$ cat src/rtl/cdb_arbiter.sv
`default_nettype none
// +----------------------------------------------------------------------------+
// | cdb_arbiter: per-unit completion queues, round-robin grant, registered CDB |
// | tag broadcast for wakeup of RS / map table / ROB.                          |
// | Revision: 1.0                                                              |
// +----------------------------------------------------------------------------+

package cdb_pkg;
  localparam int TAG_W = 6;

  typedef struct packed {
    logic [TAG_W-1:0] tag;
    logic             ready;
    logic             valid;
  } TAG;
endpackage

module cdb_arbiter
  import cdb_pkg::*;
#(
  parameter int NUM_FU  = 5,
  parameter int Q_DEPTH = 2
) (
  input  logic                      clock,
  input  logic                      reset,
  input  logic                      squash,
  input  logic [NUM_FU-1:0]         fu_done,
  input  TAG   [NUM_FU-1:0]         fu_tag,
  output logic [NUM_FU-1:0]         fu_stall,
  output TAG                        cdb,
  output logic [$clog2(NUM_FU)-1:0] cdb_fu
);

  localparam int FU_W  = $clog2(NUM_FU);
  localparam int PTR_W = $clog2(Q_DEPTH);
  localparam int CNT_W = $clog2(Q_DEPTH + 1);

  logic [NUM_FU-1:0] w_req;
  logic [TAG_W-1:0]  w_head_tag [NUM_FU];
  logic [NUM_FU-1:0] w_unused_ready;
  logic              w_grant_valid;
  logic [FU_W-1:0]   w_grant;
  logic [FU_W:0]     w_scan;
  logic [FU_W-1:0]   r_rr_ptr;
  TAG                r_cdb;
  logic [FU_W-1:0]   r_cdb_fu;

  genvar i;
  generate
    for (i = 0; i < NUM_FU; i++) begin : g_fifo
      logic [TAG_W-1:0] r_mem [Q_DEPTH];
      logic [PTR_W-1:0] r_head;
      logic [PTR_W-1:0] r_tail;
      logic [CNT_W-1:0] r_count;
      logic             w_full;
      logic             w_enq;
      logic             w_deq;

      assign w_full        = (r_count == CNT_W'(Q_DEPTH));
      // Tagless completions (stores) are consumed here and never reach the bus.
      assign w_enq         = fu_done[i] && fu_tag[i].valid && !w_full;
      assign w_deq         = w_grant_valid && (w_grant == FU_W'(i));
      assign w_req[i]      = (r_count != '0);
      assign w_head_tag[i] = r_mem[r_head];
      assign fu_stall[i]   = w_full;
      assign w_unused_ready[i] = fu_tag[i].ready;

      always_ff @(posedge clock) begin
        if (reset || squash) begin
          r_head  <= '0;
          r_tail  <= '0;
          r_count <= '0;
        end else begin
          if (w_enq) begin
            r_mem[r_tail] <= fu_tag[i].tag;
            r_tail        <= r_tail + PTR_W'(1);
          end
          if (w_deq) begin
            r_head <= r_head + PTR_W'(1);
          end
          if (w_enq && !w_deq) begin
            r_count <= r_count + CNT_W'(1);
          end else if (!w_enq && w_deq) begin
            r_count <= r_count - CNT_W'(1);
          end
        end
      end
    end
  endgenerate

  // First non-empty queue at or after the round-robin pointer, wrapping.
  always_comb begin
    w_grant_valid = 1'b0;
    w_grant       = '0;
    w_scan        = '0;
    for (int k = 0; k < NUM_FU; k++) begin
      w_scan = {1'b0, r_rr_ptr} + (FU_W+1)'(k);
      if (w_scan >= (FU_W+1)'(NUM_FU)) begin
        w_scan = w_scan - (FU_W+1)'(NUM_FU);
      end
      if (!w_grant_valid && w_req[w_scan[FU_W-1:0]]) begin
        w_grant_valid = 1'b1;
        w_grant       = w_scan[FU_W-1:0];
      end
    end
  end

  always_ff @(posedge clock) begin
    if (reset) begin
      r_rr_ptr <= '0;
    end else if (!squash && w_grant_valid) begin
      r_rr_ptr <= (w_grant == FU_W'(NUM_FU - 1)) ? '0 : w_grant + FU_W'(1);
    end
  end

  always_ff @(posedge clock) begin
    if (reset || squash || !w_grant_valid) begin
      r_cdb    <= '0;
      r_cdb_fu <= '0;
    end else begin
      r_cdb.tag   <= w_head_tag[w_grant];
      r_cdb.ready <= 1'b1;
      r_cdb.valid <= 1'b1;
      r_cdb_fu    <= w_grant;
    end
  end

  assign cdb    = r_cdb;
  assign cdb_fu = r_cdb_fu;

endmodule
`default_nettype wire

$ cat config.mk
export PLATFORM = sky130hd
export DESIGN_NAME = cdb_arbiter
export DESIGN_NICKNAME = d
export VERILOG_FILES = /design/src/rtl/cdb_arbiter.sv
export SDC_FILE = /design/constraint.sdc
export NUM_CORES = 1
export LEC_CHECK = 0
export CORE_MARGIN = 4
export CORE_UTILIZATION = 45
export CTS_CLUSTER_SIZE = 40
export DETAILED_ROUTE_END_ITERATION = 16
export PLACE_DENSITY_LB_ADDON = 0.05
export SKIP_LAST_GASP = 1
export SYNTH_ARGS = -nofsm -noshare
export SYNTH_HDL_FRONTEND = slang
export SYNTH_SLANG_ARGS = --single-unit
$ cat constraint.sdc
create_clock -name clock -period 8 [get_ports clock]
set_input_delay 1.2 -clock clock [delete_from_list [all_inputs] [get_ports clock]]
set_output_delay 1.2 -clock clock [all_outputs]
set_load 0.01 [all_outputs]
# == Word-level counts from Yosys, hierarchy flattened ==
# Memories as Yosys holds them, arrays and structs flattened. A register that Yosys moved wholly into a read port is not among the register bits.
# Cells that the tools add are included.
# totals
regBits,34
mem_bits_rw,60
input_bits,48
out_inout_bits,16
wordCells,205
memories,5
# mem_list
memory,depth,width,read_ports,rd_ports_with_merged_regs,wr,line,source
g_fifo[0].r_mem,2,6,1,1,1,51,logic [TAG_W-1:0] r_mem [Q_DEPTH];
g_fifo[1].r_mem,2,6,1,1,1,51,
g_fifo[2].r_mem,2,6,1,1,1,51,
g_fifo[3].r_mem,2,6,1,1,1,51,
g_fifo[4].r_mem,2,6,1,1,1,51,
# classes
add_sub_neg,30
order_cmp,11
eq_ne,9
n_mux,65
bitwise_logic,1
reduce_logical,64
# op_table
cell,count
$mux W1,35
$mux W3,11
$logic_and A1 B1 Y1,30
$mux W2,11
$logic_not A1 Y1,21
$lt A3 B4 Y1 const B,5
$reduce_bool A2 Y1,10
$bmux W6 S3,1
$ge A4 B3 Y1 const B,4
$bmux W1 S3,5
$sub A3 B3 Y3 const B,5
$mux W6,2
$add A1 B1 Y1 const B,10
$add A2 B1 Y2 const B,5
$eq A2 B2 Y1 const B,5
$sub A2 B1 Y2 const B,5
$add A3 B2 Y4 const B,2
$eq A3 B2 Y1 const B,2
$add A3 B1 Y4 const B,1
$add A3 B3 Y4 const B,1
$ge A4 B4 Y1 const B,1
$not A3 Y4,1
$add A3 B1 Y3 const B,1
$eq A3 B1 Y1 const B,1
other kinds (4),5

# == Logic depth before layout (Yosys ltp) ==
# Gate-level depths: netlist of the first run.
# logic_depth
depth_word,22
depth_mapped,22
depth_no_buf,19

# == Least setup slack after synthesis of the first run ==
# Ideal clock, no wire load.
# synth_timing
path_type,register to register
from,register r_rr_ptr[1]
to,register g_fifo[0].r_count[1]
setup_time_ns,0.070
t_arrival_ns,4.442
setup_slack_ns,3.488
path_stages_with_launch,19
n_path_buf,3
path_cell_list,dfxtp_1 -> clkbuf_1 -> inv_1 -> ha_1 -> a221oi_4 -> nor3_1 -> a41oi_1 -> mux2i_2 -> nor4_4 -> nand4_2 -> or2_0 -> buf_6 -> nand2_8 -> buf_12 -> ha_1 -> or3b_1 -> ha_1 -> or3_1 -> a21oi_1
# synth_via
elab_chain_cells,22
elab_cells_between_ends,54
classes_between,add/sub (9); order compare (5); mux (26); reduce/logical (14)
# synth_lines
element,line,source
from (decl),44,logic [FU_W-1:0] r_rr_ptr;
from (signal assigned),112,r_rr_ptr <= (w_grant == FU_W'(NUM_FU - 1)) ? '0 : w_grant + FU_W'(1);
branches (longest 18 deep; another with $add A3 B1 Y4),-,
$logic_and A1 B1 Y1 *,62,assign w_deq = w_grant_valid && (w_grant == FU_W'(i));
$logic_not A1 Y1,81,if (w_enq && !w_deq) begin
$logic_and A1 B1 Y1,81,
$mux W2 or $reduce_bool A2 Y1 (tied branches),-,
to (signal assigned),82,r_count <= r_count + CNT_W'(1);
to (signal assigned),84,r_count <= r_count - CNT_W'(1);
to (decl),54,logic [CNT_W-1:0] r_count;
# Every way passes the cells marked *. The select of a mux whose other input is x is not followed.
# A chain may end at the register's enable or synchronous reset.

# == Worst setup path in the final report of the first run ==
# layout_timing
from,register r_rr_ptr[1]
to,register g_fifo[4].r_count[1]
# layout_via
elab_chain_cells,22
elab_cells_between_ends,54
classes_between,add/sub (9); order compare (5); eq/ne (1); mux (26); reduce/logical (13)
# layout_lines
element,line
branches (longest 18 deep; another with $add A3 B1 Y4),-
$logic_and A1 B1 Y1 *,62
$logic_not A1 Y1,81
$logic_and A1 B1 Y1,81
$mux W2 or $reduce_bool A2 Y1 (tied branches),-
to (signal assigned),82
to (signal assigned),84
to (decl),54
# Marks and branches as above.

==> results.cfg, run 1 <==
[clock_tree]
cts_max_path_buffers = 2
cts_root_buffer = clkbuf_16
cts_tree = built
htreeDepth = 3
post_cts_buffers = 0
cts_buffers = 9
clock-sinks = 98
cts.clk_slew.worst_paths_ns = 0.06
clk_latency_ns = 0.34
cts_hold_buf = 0
cts.repair.resized = 0

[logic_synthesis]
syn_inst = 480
syn_area_mm2 = 0.00535
synth.area.top_cells = edfxtp_1 34%, dfxtp_1 14%, mux2i_1 4.5%
ys_seq_elements = 98
async_flop_share_pct = 0
synth_area_per_cell_um2 = 11.1
synth-seq-area-share_pct = 47.9
ys.flop_type = edfxtp_1
synth_cell_types = 76
synth.most_common_cell = edfxtp_1
syn_nets = 547
synth_common_cells = 60 x edfxtp_1, 52 x nor2_1, 38 x dfxtp_1
ys_warn_count = 0
synth_edf_count = 60
synth_top_cell_by_area = edfxtp_1
synth_top_area_share_pct = 33.7

[die]
start_util_pct = 46.4
die-area_mm2 = 0.0137
die_w_um = 117
io_pins = 64
placeableCoreArea_mm2 = 0.0115
chipHeight_um = 117
rows = 39

[timing]
fin_crit_sh_pct = 73.3
final.setup.tns_ns = 0
rsz0062_at_grt = no
worst_slack_ns = 2.13
worst_pin_slew_ns = 1.11
final.min_clock_period_ns = 5.87
slew_headroom_pct = 25.6
finClkSkew_ns = 0.00762
fmax_mhz = 170
setup_viol = 0
finalMaxSlewViolations = 0
hold_viol_final = 0

[final_layout]
nFillCells = 1022
layout-drive-gt1-share_pct = 12.9
antenna_cells = 0
nets = 595
synthToLayoutAreaGrowth_pct = 17.6

[route]
wirelength_um = 11900
viasPerCell = 5.59
vias = 3781
detail-route-antenna-nets = 0
routedWlPerCell_um = 17.6
drc = 0
firstDrtPassIters = 4
first_iter_violations = 223

[global_routing]
grt_usage_pct = 18.0
grt_max_degree = 36
grt_pass1_wl_um = 18600
antenna_found_initial = 0
first_global_vias = 3596
grt-ovfl-total = 0

[place]
dpl_worst_slack_ns = 2.27
port_buffers = 58
dp_hpwl_um = 8970
place.gp.congestion = 0.937

[power_and_ir_drop]
pwr-share-seq_pct = 22.4
power-per-cell-area_mw_per_mm2 = 469
clockPowerShare_pct = 14.4
power.leakage_nw = 2.22
ir_drop_uv = 289
p_switching_w = 0.00136
power_w = 0.00295
switching_share_pct = 46.2
p_comb_share_pct = 63.1
p_int_w = 0.00159

[hold_path]
hold_start = g_fifo[0].r_head
holdPathStages = 2
min_to = g_fifo[0].r_head
min_path_type = flip-flop to flip-flop

[worst_setup_path]
cpMostUsedCell = ha_1
slowest_delay_ns = 0.70
cp_max_fo = 15
critPathLaunchType = flip-flop
crit_path_top_delay_cell = dfxtp_1
rrSetupSlack_ns = 2.13
regToRegStartpoint = r_rr_ptr[1]
worstPathArrival_ns = 6.13
critical_path_required_ns = 8.26
reg2reg_to = g_fifo[4].r_count[1]
crit_path_end_kind = flip-flop
cp_cell_sequence = inv_1, ha_1, nor4b_1, nor4_1, mux2i_4, mux2i_2, o21ai_0, o211ai_1, and2_1, o22a_1, clkinv_1, ha_1, nand3b_1, ha_1, or3_1, a21oi_1
path_class = flip-flop to flip-flop
worstRegToRegCells = 16

[status]
status = complete, no violations

[flow_run]
cap_violations = 0
## logic make-up (layout without fill, tap and decap cells)
| kind of cell | count (synthesis) | count (layout) | synth area share (%) |
|---|---|---|---|
| XOR/XNOR | 24 | 24 | 3.93 |
| AO/OA/AOI/OAI | 90 | 90 | 13.2 |
| adder cells (fa/ha/maj) | 19 | 19 | 4.58 |
| flip-flops | 98 | 98 | 47.9 |
| buffers and inverters | 39 | 92 | 3.95 |
| AND/OR/NAND/NOR | 166 | 166 | 16.8 |
| multiplexers | 44 | 44 | 9.59 |
## per-stage QoR
stage          hold slack (ns)  instances  utilization [%]  cell area [um2]
6_report                 0.509        676             54.6             6290
5_1_grt                  0.527        676             54.6             6290
4_1_cts                  0.514        676             54.6             6280
3_5_place_dp             0.494        660             52.0             5990
3_3_place_gp             0.485        660             52.0             5990
2_1_floorplan            0.472        480                -             5350
## cell usage in the layout, fill, tap and decap left out, types with 3 or more instances in the layout
cell | Yosys | routed
or3_1 | 6 | 6
nor3_1 | 20 | 20
ha_1 | 18 | 18
o21ai_0 | 20 | 20
inv_1 | 10 | 10
clkbuf_16 | 0 | 9
nor2b_1 | 6 | 6
and3_1 | 8 | 8
xor2_1 | 13 | 13
nand2b_1 | 8 | 8
o311ai_0 | 3 | 3
a211oi_2 | 6 | 6
a41oi_1 | 7 | 7
or2_2 | 4 | 4
edfxtp_1 | 60 | 60
xnor2_1 | 11 | 11
or2_1 | 3 | 3
a21o_1 | 4 | 4
mux4_2 | 3 | 3
nor4_1 | 12 | 11
mux2_2 | 14 | 14
mux2i_1 | 24 | 24
clkdlybuf4s50_1 | 0 | 58
a21oi_1 | 16 | 16
nor2_1 | 52 | 52
o21a_1 | 4 | 4
nand2_1 | 18 | 18
buf_4 | 10 | 6
a211oi_1 | 7 | 7
dfxtp_1 | 38 | 38
nand3_1 | 11 | 11
## power groups by stage
stage	clock network [W]	registers [W]	logic (W)
after detailed placement	0	0.000673	0.00184
after global placement	0	0.000672	0.00181
final	0.000425	0.000661	0.00186
after floorplan	0	0.000641	0.00150
after global routing	0.000459	0.000673	0.00204
after CTS	0.000436	0.000662	0.00186
## worst max-delay path: cells and delay by family, from the launching register on
family,cells,cell delay [ns]
AOI/OAI and AO/OA,4,1.05
adders and majority gates,3,1.28
buffers and inverters,2,0.77
DFF,1,0.70
muxes,2,0.53
and+or+nand+nor,5,1.45
## metal layers
metal	vias to the layer above	track usage, %	part of all wire [%]
met5	-	0	0
met4	0	5.66	1.3
met3	12	3.65	4.5
met2	72	29.2	48
met1	1813	24.4	46
li1	1884	-	-
## area by class of cell
| type | count | area, um2 | share of cell area (%) |
|---|---|---|---|
| clock inverter | 5 | 62.6 | 0.995 |
| sequential | 98 | 2560 | 40.7 |
| inverter | 12 | 45.0 | 0.716 |
| multi-input combinational | 343 | 2580 | 41.0 |
| timing repair buffer | 64 | 626 | 9.95 |
| tap | 143 | 179 | 2.85 |
| clock buffer | 11 | 233 | 3.70 |
## worst max-delay path by stage
stage,start,slack [ns],endpoint
3_3_place_gp,r_rr_ptr[1],2.37,g_fifo[4].r_count[1]
3_5_place_dp,r_rr_ptr[1],2.27,g_fifo[4].r_count[1]
5_1_grt,r_rr_ptr[1],1.73,g_fifo[4].r_count[1]
2_1_floorplan,r_rr_ptr[1],3.49,g_fifo[0].r_count[1]
6_report,r_rr_ptr[1],2.13,g_fifo[4].r_count[1]
4_1_cts,r_rr_ptr[1],2.22,g_fifo[4].r_count[1]
## registers in the layout, summed over array words and instances, names as in the netlist, named ones only
register        count
cdb_fu              3
g_fifo.r_count     10
r_rr_ptr            3
g_fifo.r_mem       60
cdb                 7
g_fifo.r_head       5
g_fifo.r_tail       5
(Power assumes the default switching activity.)
==> run 2, diff against run 1 <==
==> constraint.sdc (replaced) <==
create_clock -name clock -period 4.7 [get_ports clock]
set_input_delay 0.705 -clock clock [delete_from_list [all_inputs] [get_ports clock]]
set_output_delay 0.705 -clock clock [all_outputs]
set_load 0.01 [all_outputs]
==> run 2 against run 1 <==
  * Final cell count is 2.5% higher
  * Non-clock buffer count grew 17
  * Sequential power up 69%
  * Final area rose by 2.6%
  * Count of clock-buffer cells in the layout is 1 lower
  * Sequential share of layout area is 1.0 points lower
  * Critical endpoint is now g_fifo[0].r_count[1]
  * Largest cell class unchanged
==> results.cfg, run 2 (synthesis results as in run 1) <==
[power_and_ir_drop]
clockPowerShare_pct = 13.4
power-per-cell-area_mw_per_mm2 = 812
p_comb_share_pct = 65.1
power_w = 0.00524
power.leakage_nw = 2.30
p_switching_w = 0.00241
p_int_w = 0.00283
ir_drop_uv = 427
pwr-share-seq_pct = 21.4
switching_share_pct = 46.0

[die]
die_w_um = 117
die-area_mm2 = 0.0137
placeableCoreArea_mm2 = 0.0115
chipHeight_um = 117
io_pins = 64
rows = 39
start_util_pct = 46.4

[clock_tree]
cts_root_buffer = clkbuf_16
cts_buffers = 9
clock-sinks = 98
cts.clk_slew.worst_paths_ns = 0.07
cts_tree = built
cts_max_path_buffers = 2
clk_latency_ns = 0.35
htreeDepth = 3
cts_hold_buf = 0

[worst_setup_path]
cpMostUsedCell = ha_1
worstRegToRegCells = 17
path_buf_inv = 3
critical_path_required_ns = 4.98
reg2reg_to = g_fifo[0].r_count[1]
worst-path-stages = 17
crit_path_end_kind = flip-flop
critPathLaunchType = flip-flop
cp_top_family = simple AND/OR/NAND/NOR gates
worstPathArrival_ns = 4.67
slowest_delay_ns = 0.45
regToRegStartpoint = r_rr_ptr[1]
path_class = flip-flop to flip-flop
rrSetupSlack_ns = 0.30
crit_path_top_delay_cell = fa_1
cp_max_fo = 17
cp_cell_sequence = buf_6, ha_1, inv_1, fa_1, o21ba_2, o2111ai_2, o211ai_4, nor4_4, nand4_2, or2_0, buf_4, nand2_8, ha_1, or3b_1, ha_1, or3_1, a21oi_1

[final_layout]
instances_no_fill = 693
largest_reg_flops = 60
mostFrequentLayoutCells = 60 x edfxtp_1, 58 x clkdlybuf4s50_1, 52 x nor2_1
largest_register = g_fifo.r_mem
fin_util_pct = 56.0
nFillCells = 1000
antenna_cells = 0
postLayoutCellArea_mm2 = 0.00645
nets = 612
synthToLayoutAreaGrowth_pct = 20.6
layout-drive-gt1-share_pct = 16.7
layout_commonest_cell = edfxtp_1

[route]
vias = 3892
firstDrtPassIters = 4
viasPerCell = 5.62
first_iter_violations = 187
drc = 0
wirelength_um = 12300
detail-route-antenna-nets = 0
routedWlPerCell_um = 17.7

[hold_path]
min_to = g_fifo[3].r_head
hold_start = g_fifo[3].r_head
holdPathStages = 2
min_path_type = flip-flop to flip-flop

[place]
port_buffers = 58
place.gp.congestion = 0.921
dp_hpwl_um = 9340
dp_cells = 673
place_area_mm2 = 0.00608

[global_routing]
antenna_found_initial = 0
grt_usage_pct = 18.3
grt_pass1_wl_um = 19000
grt_max_degree = 23
grt-ovfl-total = 0
first_global_vias = 3685

[timing]
hold_viol_final = 0
finalMaxSlewViolations = 0
worst_pin_slew_ns = 1.24
fmax_mhz = 227
final.min_clock_period_ns = 4.40
finClkSkew_ns = 0.0111
final.setup.tns_ns = 0
rsz0062_at_grt = no
setup_viol = 0
slew_headroom_pct = 16.7
fin_crit_sh_pct = 93.5

[flow_run]
cap_violations = 0

[status]
status = complete, no violations
## run 2: worst max-delay path by stage
| stage | endpoint | from |
|---|---|---|
| 2_1_floorplan | g_fifo[0].r_count[1] | r_rr_ptr[1] |
| 3_3_place_gp | g_fifo[0].r_count[1] | r_rr_ptr[1] |
| 3_5_place_dp | g_fifo[0].r_count[1] | r_rr_ptr[1] |
| 4_1_cts | g_fifo[0].r_count[1] | r_rr_ptr[1] |
| 5_1_grt | g_fifo[0].r_count[1] | r_rr_ptr[1] |
| 6_report | g_fifo[0].r_count[1] | r_rr_ptr[1] |
## run 2: final cells by class
class / instances / area [um2] / area share [%]
Clock buffer: 10 / 239 / 3.70
Inverter: 12 / 45.0 / 0.698
Multi-Input combinational cell: 343 / 2610 / 40.4
Tap cell: 143 / 179 / 2.77
Timing Repair Buffer: 81 / 767 / 11.9
Clock inverter: 6 / 48.8 / 0.756
Sequential cell: 98 / 2560 / 39.7
## run 2: power groups by stage
| stage | logic, W | registers [W] | clock network, W |
|---|---|---|---|
| global placement | 0.00328 | 0.00114 | 0 |
| detailed placement | 0.00335 | 0.00114 | 0 |
| CTS | 0.00337 | 0.00112 | 0.000723 |
| finish | 0.00341 | 0.00112 | 0.000704 |
| floorplan | 0.00255 | 0.00109 | 0 |
| global route | 0.00373 | 0.00114 | 0.000752 |
## run 2: metal layers
metal  vias to the layer above  GRT usage (%)  routed length (um)
met5                         -              0                   0
met4                         0           6.50                 166
met3                        15           4.27                 649
met2                        96           29.4                5870
met1                      1869           24.4                5620
li1                       1912              -                   -
## run 2: tightest hold or removal path, stage by stage, from the launching register on
cell and delay (ns):
dfxtp_1 0.32, xor2_1 0.08, nor2_1 0.07
## run 2: per-stage QoR
stage                     hold WS [ns]  setup slack (ns)
after floorplan                  0.472             0.188
after global placement           0.485             0.287
after detailed placement         0.495             0.200
after CTS                        0.512             0.156
after global routing             0.529            0.0101
final                            0.506             0.304
## run 2: what timing repair did
action                     4_1_cts  5_1_grt
gates resized for setup          0        9
buffers inserted                 0        3
setup endpoints to repair        0        5
==> run 3, diff against run 2 <==
--- a/config.mk
+++ b/config.mk
@@ -10,6 +10,7 @@
 export CTS_CLUSTER_SIZE = 40
 export DETAILED_ROUTE_END_ITERATION = 16
 export PLACE_DENSITY_LB_ADDON = 0.05
+export REMOVE_ABC_BUFFERS = 1
 export SKIP_LAST_GASP = 1
 export SYNTH_ARGS = -nofsm -noshare
 export SYNTH_HDL_FRONTEND = slang
==> run 3 against run 2 <==
  * Register-to-register slack got worse by 0.02 ns
  * Via count down 1.3%
  * Wire length increased by 0.17%
  * First-iteration DRC count up 37%
  * Non-clock buffer count up 6
  * Flip-flop and latch count did not move
  * Sequential share of layout area down 0.17 points
  * Die area unchanged
  * Critical endpoint is now g_fifo[1].r_count[1]
==> results.cfg, run 3 (synthesis results as in run 1) <==
[route]
drc = 0
wirelength_um = 12300
routedWlPerCell_um = 17.6
detail-route-antenna-nets = 0
firstDrtPassIters = 4
viasPerCell = 5.50
first_iter_violations = 256
vias = 3843

[place]
place.gp.congestion = 0.904
port_buffers = 58
dpl_worst_slack_ns = 0.293
dp_hpwl_um = 9400

[global_routing]
grt_pass1_wl_um = 19400
antenna_found_initial = 0
first_global_vias = 3808
grt-ovfl-total = 0
grt_max_degree = 35
grt_usage_pct = 18.8

[power_and_ir_drop]
power_w = 0.00526
power.leakage_nw = 2.33
power-per-cell-area_mw_per_mm2 = 812
ir_drop_uv = 405

[timing]
worst_pin_slew_ns = 1.22
finClkSkew_ns = 0.0117
hold-worst-slack_ns = 0.501
slew_headroom_pct = 17.8
final.setup.tns_ns = 0
fin_crit_sh_pct = 94.0
worst_slack_ns = 0.280
finalMaxSlewViolations = 0
final.min_clock_period_ns = 4.42
hold_viol_final = 0
fmax_mhz = 226
setup_viol = 0

[worst_setup_path]
worstPathArrival_ns = 4.71
path_class = flip-flop to flip-flop
critical_path_required_ns = 4.99
crit_path_end_kind = flip-flop
cp_max_fo = 28
critPathLaunchType = flip-flop

[die]
rows = 39
start_util_pct = 46.4
chipHeight_um = 117
placeableCoreArea_mm2 = 0.0115
die_w_um = 117
io_pins = 64
die-area_mm2 = 0.0137

[final_layout]
layout-drive-gt1-share_pct = 16.5
nFillCells = 994
largest_register = g_fifo.r_mem
nets = 618
antenna_cells = 0
fin_util_pct = 56.2
layout_commonest_cell = edfxtp_1
mostFrequentLayoutCells = 60 x edfxtp_1, 58 x clkdlybuf4s50_1, 52 x nor2_1
synthToLayoutAreaGrowth_pct = 21.1
largest_reg_flops = 60

[clock_tree]
cts_tree = built
htreeDepth = 3
cts_max_path_buffers = 2
cts_hold_buf = 0
cts.clk_slew.worst_paths_ns = 0.07
cts_buffers = 9
clk_latency_ns = 0.35
cts_root_buffer = clkbuf_16
clock-sinks = 98

[hold_path]
min_path_type = flip-flop to flip-flop

[status]
status = complete, no violations

[flow_run]
cap_violations = 0
-- run 3: final cells by class --
class	instances	area (um2)	share of cell area, %
multi-input combinational	343	2600	40.1
sequential	98	2560	39.6
timing repair buffer	87	798	12.3
clock buffer	10	229	3.54
tap	143	179	2.76
clock inverter	6	66.3	1.02
inverter	12	45.0	0.696
-- run 3: per-layer routing --
layer | global-route usage (%) | up-vias | routed length, um
met5 | 0 | - | 0
met4 | 5.43 | 0 | 123
met3 | 3.86 | 8 | 617
met2 | 32.4 | 88 | 6100
met1 | 23.9 | 1820 | 5480
li1 | - | 1927 | -
-- run 3: metrics by stage --
stage,cells,cell area (um2)
after floorplan,453,5180
after global placement,681,6140
after detailed placement,681,6140
after CTS,697,6440
after global routing,699,6480
final,699,6480
-- run 3: final timing paths --
kind / startpoint / endpoint / slack [ns] / depth (start not counted)
max: r_rr_ptr[0] / g_fifo[1].r_count[1] / 0.28 / 17
min: g_fifo[0].r_head / g_fifo[0].r_head / 0.50 / 2
max reg2reg: r_rr_ptr[0] / g_fifo[1].r_count[1] / 0.28 / 17
min reg2reg: g_fifo[0].r_head / g_fifo[0].r_head / 0.50 / 2
-- run 3: where the power goes --
group | switching [W] | internal (W) | leakage [nW]
sequential | 0.0000962 | 0.00101 | 0.851
combinational | 0.00195 | 0.00147 | 1.34
clock | 0.000318 | 0.000416 | 0.144
-- run 3: worst max-delay path: stages (launching register included) --
cell and delay (ns):
dfxtp_1 0.36, buf_4 0.33, ha_1 0.30, and3b_1 0.26
o31ai_2 0.10, xnor2_1 0.46, mux2_2 0.40, a21o_1 0.19
o21ai_2 0.23, a22o_4 0.24, nand2_8 0.07, inv_1 0.09
ha_1 0.14, nor3b_2 0.28, inv_1 0.08, ha_1 0.32
or3_1 0.38, a21oi_1 0.14
-- run 3: what timing repair did --
item	CTS	global route
endpoints found under the hold margin	0	0
setup buffers	0	2
resized for setup	0	3
setup endpoints to repair	0	5
